File: config.mk
export PLATFORM = sky130hd
export DESIGN_NAME = multicycle_control_flat
export DESIGN_NICKNAME = d
export VERILOG_FILES = /design/src/rtl/rv_ctrl_pkg.sv /design/src/rtl/multicycle_control_if.sv /design/src/rtl/mem_wait_timer.sv /design/src/rtl/multicycle_control.sv /design/src/flat_wrapper.sv
export SDC_FILE = /design/constraint.sdc
export NUM_CORES = 1
export LEC_CHECK = 0
export CORE_MARGIN = 2
export CORE_UTILIZATION = 50
export DETAILED_ROUTE_END_ITERATION = 16
export PLACE_DENSITY = 0.9
export SLEW_MARGIN = 15
export SYNTH_ARGS = -nofsm -noshare
export SYNTH_HDL_FRONTEND = slang
export SYNTH_HIERARCHICAL = 1
export SYNTH_SLANG_ARGS = --single-unit
export TNS_END_PERCENT = 5
File: constraint.sdc
create_clock -name clock -period 8.1 [get_ports clock]
set_clock_uncertainty 0.2 [all_clocks]
set_input_delay 0.81 -clock clock [delete_from_list [all_inputs] [get_ports clock]]
set_output_delay 0.81 -clock clock [all_outputs]
set_load 0.05 [all_outputs]
File: src/rtl/rv_ctrl_pkg.sv
// rv_ctrl_pkg: opcodes, ALU op codes, trap causes and sequencer states shared by the multi-cycle control.
package rv_ctrl_pkg;
    localparam logic [6:0] OP_R  = 7'b0110011;
    localparam logic [6:0] OP_I  = 7'b0010011;
    localparam logic [6:0] OP_LD = 7'b0000011;
    localparam logic [6:0] OP_ST = 7'b0100011;
    localparam logic [6:0] OP_BR = 7'b1100011;

    localparam logic [2:0] ALU_ADD = 3'b000;
    localparam logic [2:0] ALU_SUB = 3'b001;
    localparam logic [2:0] ALU_RF  = 3'b010;
    localparam logic [2:0] ALU_IF  = 3'b011;

    localparam logic [1:0] CAUSE_NONE    = 2'b00;
    localparam logic [1:0] CAUSE_ILLEGAL = 2'b01;
    localparam logic [1:0] CAUSE_TIMEOUT = 2'b10;

    typedef enum logic [3:0] {
        FETCH, DECODE, EXEC_R, EXEC_I, MEM_ADDR, MEM_RD, MEM_WR, WB_ALU, WB_LD, BRANCH, TRAP
    } state_t;
endpackage

File: src/rtl/multicycle_control_if.sv
// multicycle_control_if: instruction/memory inputs and datapath control strobes of the sequencer.
interface multicycle_control_if #(parameter int CNT_W = 16);
    logic [6:0]       opcode;
    logic             zero;
    logic             mem_ready;
    logic             pc_write;
    logic             pc_write_cond;
    logic             ir_write;
    logic             iord;
    logic             branch;
    logic             memread;
    logic             memwrite;
    logic             MemtoReg;
    logic             ALUsrc;
    logic             regWrite;
    logic [2:0]       alu_op;
    logic             instr_done;
    logic             trap;
    logic [1:0]       trap_cause;
    logic [CNT_W-1:0] retired;

    modport master (
        input  opcode, zero, mem_ready,
        output pc_write, pc_write_cond, ir_write, iord, branch, memread, memwrite,
               MemtoReg, ALUsrc, regWrite, alu_op, instr_done, trap, trap_cause, retired
    );

    modport slave (
        output opcode, zero, mem_ready,
        input  pc_write, pc_write_cond, ir_write, iord, branch, memread, memwrite,
               MemtoReg, ALUsrc, regWrite, alu_op, instr_done, trap, trap_cause, retired
    );
endinterface

File: src/rtl/mem_wait_timer.sv
// mem_wait_timer: counts consecutive not-ready cycles of a memory phase and flags the timeout.
module mem_wait_timer #(
    parameter int MEM_TIMEOUT = 15
) (
    input  logic clock,
    input  logic reset,
    input  logic in_mem_i,
    input  logic mem_ready_i,
    output logic timeout_o
);
    logic [7:0] cnt_q, cnt_d;

    // Held at zero outside memory phases, so every memory phase starts counting from zero.
    assign cnt_d     = (!in_mem_i || mem_ready_i) ? 8'd0 : cnt_q + 8'd1;
    assign timeout_o = in_mem_i && !mem_ready_i && (cnt_q >= 8'(MEM_TIMEOUT));

    always_ff @(posedge clock or posedge reset) begin
        if (reset) cnt_q <= 8'd0;
        else       cnt_q <= cnt_d;
    end
endmodule

File: src/rtl/multicycle_control.sv
// multicycle_control: multi-cycle RV32I-subset sequencer driving the shared datapath strobes.
module multicycle_control
    import rv_ctrl_pkg::*;
#(
    parameter int MEM_TIMEOUT = 15,
    parameter int CNT_W       = 16
) (
    input  logic                 clock,
    input  logic                 reset,
    multicycle_control_if.master bus
);
    state_t           state_q, state_d;
    logic [1:0]       cause_q, cause_d;
    logic [CNT_W-1:0] retired_q;
    logic             in_mem, timeout, done;

    assign in_mem = state_q inside {FETCH, MEM_RD, MEM_WR};

    mem_wait_timer #(.MEM_TIMEOUT(MEM_TIMEOUT)) u_timer (
        .clock       (clock),
        .reset       (reset),
        .in_mem_i    (in_mem),
        .mem_ready_i (bus.mem_ready),
        .timeout_o   (timeout)
    );

    always_ff @(posedge clock or posedge reset) begin
        if (reset) begin
            state_q   <= FETCH;
            cause_q   <= CAUSE_NONE;
            retired_q <= '0;
        end else begin
            state_q   <= state_d;
            cause_q   <= cause_d;
            retired_q <= retired_q + CNT_W'(done);
        end
    end

    always_comb begin
        state_d = state_q;
        cause_d = cause_q;
        case (state_q)
            FETCH:    state_d = timeout ? TRAP : bus.mem_ready ? DECODE : FETCH;
            DECODE:
                case (bus.opcode)
                    OP_R:         state_d = EXEC_R;
                    OP_I:         state_d = EXEC_I;
                    OP_LD, OP_ST: state_d = MEM_ADDR;
                    OP_BR:        state_d = BRANCH;
                    default:      state_d = TRAP;
                endcase
            EXEC_R, EXEC_I:        state_d = WB_ALU;
            MEM_ADDR:              state_d = (bus.opcode == OP_ST) ? MEM_WR : MEM_RD;
            MEM_RD:   state_d = timeout ? TRAP : bus.mem_ready ? WB_LD : MEM_RD;
            MEM_WR:   state_d = timeout ? TRAP : bus.mem_ready ? FETCH : MEM_WR;
            WB_ALU, WB_LD, BRANCH: state_d = FETCH;
            default:               state_d = state_q;
        endcase
        // Only memory phases can time out, so any other trap entry is an illegal opcode.
        if (state_d == TRAP && state_q != TRAP) cause_d = timeout ? CAUSE_TIMEOUT : CAUSE_ILLEGAL;
    end

    assign done = (state_q inside {WB_ALU, WB_LD, BRANCH}) || (state_q == MEM_WR && bus.mem_ready);

    assign bus.memread       = state_q inside {FETCH, MEM_RD};
    assign bus.iord          = state_q inside {MEM_RD, MEM_WR};
    assign bus.ir_write      = state_q == FETCH && bus.mem_ready;
    assign bus.pc_write      = state_q == FETCH && bus.mem_ready;
    assign bus.pc_write_cond = state_q == BRANCH && bus.zero;
    assign bus.branch        = state_q == BRANCH;
    assign bus.memwrite      = state_q == MEM_WR;
    assign bus.MemtoReg      = state_q == WB_LD;
    assign bus.ALUsrc        = state_q inside {EXEC_I, MEM_ADDR};
    assign bus.regWrite      = state_q inside {WB_ALU, WB_LD};
    assign bus.alu_op        = state_q == EXEC_R ? ALU_RF :
                               state_q == EXEC_I ? ALU_IF :
                               state_q == BRANCH ? ALU_SUB : ALU_ADD;
    assign bus.instr_done    = done;
    assign bus.trap          = state_q == TRAP;
    assign bus.trap_cause    = cause_q;
    assign bus.retired       = retired_q;
endmodule

File: src/flat_wrapper.sv
// flat-port wrapper written by rule: the top's interface ports become plain ports
module multicycle_control_flat import rv_ctrl_pkg::*;
#(
    parameter int MEM_TIMEOUT = 15,
    parameter int CNT_W       = 16
)
  (clock, reset, bus_opcode, bus_zero, bus_mem_ready, bus_pc_write, bus_pc_write_cond, bus_ir_write, bus_iord, bus_branch, bus_memread, bus_memwrite, bus_MemtoReg, bus_ALUsrc, bus_regWrite, bus_alu_op, bus_instr_done, bus_trap, bus_trap_cause, bus_retired);
  multicycle_control_if #(.CNT_W(CNT_W)) bus_i ();
  input  logic clock;
  input  logic reset;
  input wire logic [$bits(bus_i.opcode)-1:0] bus_opcode;
  input wire logic [$bits(bus_i.zero)-1:0] bus_zero;
  input wire logic [$bits(bus_i.mem_ready)-1:0] bus_mem_ready;
  output wire logic [$bits(bus_i.pc_write)-1:0] bus_pc_write;
  output wire logic [$bits(bus_i.pc_write_cond)-1:0] bus_pc_write_cond;
  output wire logic [$bits(bus_i.ir_write)-1:0] bus_ir_write;
  output wire logic [$bits(bus_i.iord)-1:0] bus_iord;
  output wire logic [$bits(bus_i.branch)-1:0] bus_branch;
  output wire logic [$bits(bus_i.memread)-1:0] bus_memread;
  output wire logic [$bits(bus_i.memwrite)-1:0] bus_memwrite;
  output wire logic [$bits(bus_i.MemtoReg)-1:0] bus_MemtoReg;
  output wire logic [$bits(bus_i.ALUsrc)-1:0] bus_ALUsrc;
  output wire logic [$bits(bus_i.regWrite)-1:0] bus_regWrite;
  output wire logic [$bits(bus_i.alu_op)-1:0] bus_alu_op;
  output wire logic [$bits(bus_i.instr_done)-1:0] bus_instr_done;
  output wire logic [$bits(bus_i.trap)-1:0] bus_trap;
  output wire logic [$bits(bus_i.trap_cause)-1:0] bus_trap_cause;
  output wire logic [$bits(bus_i.retired)-1:0] bus_retired;
  assign bus_i.opcode = bus_opcode;
  assign bus_i.zero = bus_zero;
  assign bus_i.mem_ready = bus_mem_ready;
  assign bus_pc_write = bus_i.pc_write;
  assign bus_pc_write_cond = bus_i.pc_write_cond;
  assign bus_ir_write = bus_i.ir_write;
  assign bus_iord = bus_i.iord;
  assign bus_branch = bus_i.branch;
  assign bus_memread = bus_i.memread;
  assign bus_memwrite = bus_i.memwrite;
  assign bus_MemtoReg = bus_i.MemtoReg;
  assign bus_ALUsrc = bus_i.ALUsrc;
  assign bus_regWrite = bus_i.regWrite;
  assign bus_alu_op = bus_i.alu_op;
  assign bus_instr_done = bus_i.instr_done;
  assign bus_trap = bus_i.trap;
  assign bus_trap_cause = bus_i.trap_cause;
  assign bus_retired = bus_i.retired;
  multicycle_control #(.MEM_TIMEOUT(MEM_TIMEOUT), .CNT_W(CNT_W)) u_core (.clock(clock), .reset(reset), .bus(bus_i));
endmodule
==> metrics.txt <==
HP Class=reg -> reg; DR top layer=met4; pwr dens=324 nW/µm²; Starting Density=0.515; CP Launch Type=flop; time the worst path needs with I/O delays and setup=3.86 ns; H-tree depth=2; routed wl met3=190 µm; Site Rows=22; #FFs+latches synth=30; synthesized instance count=195; DP Area=2280 µm²; Arrival @ worst endpoint=3.81 ns; Critical Path RT=8.05 ns; Via density=5.49; area grow syn2layout=26.8%; Worst Tran Pin Value=0.818 ns; # resized after CTS=0; vias in the first global route=1,457; FILL cells=278; wire length on met1=1660 µm; grt ovf=0; period utilization=0.477; # clock sinks=30; maximum clock rate=259 MHz; wire per inst=13.0 µm; die extent in y=64.9 µm; Bufs on Longest Clock Path=2; total power=763 µW; Die W=64.9 µm; final hold vios=0; Hold WS=0.285 ns; RSZ-0062 raised after global routing=false; Crit path max-delay family=compound AO/OA/AOI/OAI gates; Top Ports=44; Clk Tree Root Cell=clkbuf_8; first-pass GRT wire length=6320 µm; Routed met2 length=1770 µm; P_leak=0.922 nW; Synth Flop Type=dfrtp_1; sequential area share after synthesis=0.404; outcome=finished, final reports clean; Nets=247; setup_tns=0 ns; Routed WL=3650 µm; share of cells above drive strength 1=0.0944; Antenna Cells=0; routed vias=1,543; Routed Antenna Nets=0; library cells used by synthesis=54; largest net degree at the start of global routing=26; hold-fix buffers at CTS=0; number of port buffers=42; Finished Cell Area=2350 µm²; Crit Path Max Fanout=25; Placer Congestion=0.963; area of the multi-input gates=1010 µm²; Worst-Skew Late Latency=0.27 ns; initial antenna violation count=0; GRT Resource Usage Total=0.190; Worst-path clk slew=0.06 ns; CTS tree=yes; setup bufs post-CTS=0; crit-path cells=xnor2_1, a22oi_1, nor2_1, nand2b_1, a21oi_1, a2bb2o_4, a211oi_1, a21oi_2, a2111oi_4, mux2_4; EDFF count, synth=0; Worst Setup Path Type=reg -> reg; Max-slew headroom=0.454; critical path's largest stage delay=0.83 ns; Max Slew Vio Count=0; reg-to-reg slack, setup=4.24 ns; Avg Inst Size Synth=9.52 µm²; final setup fails=0; hpwl dp=2670 µm; Die Footprint=4220 µm²; Ys Warns=6; crit path buf inv count=0; Core Region=3610 µm²; Netlist Area Pre-Place=1860 µm²; number of CTS-inserted buffers=5; ys async rst share=1.00; router iterations before antenna repair=4; Storage cell area=751 µm²; Peak supply drop=0.301 mV; Worst path slowest cell=dfrtp_1; drt first-iter violations=92; syn nets=209; Crit. End Element=flop; drt drc=0; MaxCap Viol Count=0
## cell usage in the layout (no fill, tap or decap), types with 2 or more instances in the layout
master	count
a2111oi_4	2
a21oi_1	7
a31oi_1	2
and2_1	3
clkbuf_8	5
clkdlybuf4s50_1	42
clkinv_2	2
dfrtp_1	30
ha_1	3
inv_1	6
inv_2	2
nand2_1	15
nand2b_1	3
nand3_1	14
nand4_1	4
nor2_1	18
nor2b_1	5
nor3_1	5
nor4_1	2
o21ai_0	5
o21ai_1	2
o21ai_2	2
o22ai_1	2
or3_1	6
xnor2_1	13
xor2_1	7
## per-stage QoR
stage	setup slack (ns)	std cells	utilization
floorplan	4.46	195	-
global placement	4.21	274	0.631
detailed placement	4.11	274	0.631
CTS	4.32	281	0.653
global route	3.95	281	0.653
finish	4.24	281	0.653
## routing by layer
layer | global-route usage | up-vias
li1 | - | 756
met1 | 0.254 | 733
met2 | 0.307 | 52
met3 | 0.0382 | 2
met4 | 0.0638 | 0
met5 | 0 | -
## final cells by class
type / count / share of cell area
Multi-Input combinational cell: 146 / 0.431
Sequential cell: 30 / 0.319
Timing Repair Buffer: 42 / 0.179
Clock buffer: 5 / 0.0292
Tap cell: 48 / 0.0255
Inverter: 8 / 0.0128
Clock inverter: 2 / 0.00425
## final timing paths
path,startpoint,endpoint,depth (start not counted)
worst max-delay path,u_core/state_q[1],u_core/bus.trap_cause[1],10
worst min-delay path,u_core/bus.retired[6],u_core/bus.retired[6],1
worst max register to register,u_core/state_q[1],u_core/bus.trap_cause[1],10
worst min register to register,u_core/bus.retired[6],u_core/bus.retired[6],1
max in group asynchronous,reset,u_core/state_q[1],2
min in group asynchronous,reset,u_core/u_timer/cnt_q[5],2
## cell usage after synthesis, types with 4 or more instances
cell type / n / area share
nand2_1: 15 / 0.030
or3_1: 6 / 0.020
nor2b_1: 5 / 0.017
o21ai_0: 5 / 0.013
xnor2_1: 13 / 0.061
nor3_1: 5 / 0.013
nor2_1: 18 / 0.036
xor2_1: 7 / 0.033
inv_1: 6 / 0.012
buf_2: 4 / 0.011
nand3_1: 14 / 0.038
a21oi_1: 7 / 0.019
dfrtp_1: 30 / 0.40
nand4_1: 4 / 0.013
## state kept, by name (all words and copies together), names as in the netlist
| register | count |
|---|---|
| u_core/bus.retired | 16 |
| u_core/bus.trap_cause | 2 |
| u_core/state_q | 4 |
| u_core/u_timer/cnt_q | 8 |
## cell families after synthesis
logic type	after synthesis	share of synthesized area
adders and majority gates	3	0.0202
other	1	0.00202
xor gates and xnor gates	20	0.0943
buffers and inverters	19	0.0492
and+or+nand+nor	86	0.261
muxes	2	0.0135
DFF	30	0.404
AOI/OAI and AO/OA	34	0.156
## worst reg2reg max path: stages (launching register included)
cell,delay (ns)
dfrtp_1,0.83
xnor2_1,0.22
a22oi_1,0.11
nor2_1,0.16
nand2b_1,0.20
a21oi_1,0.66
a2bb2o_4,0.26
a211oi_1,0.28
a21oi_2,0.09
a2111oi_4,0.41
mux2_4,0.33
## power by group
part           switching, mW  internal (mW)  leakage [nW]  total, mW
combinational          0.259          0.149         0.481      0.408
sequential            0.0740          0.175         0.397      0.249
clock                 0.0485         0.0574        0.0438      0.106
Power figures use the tool's default switching activity.
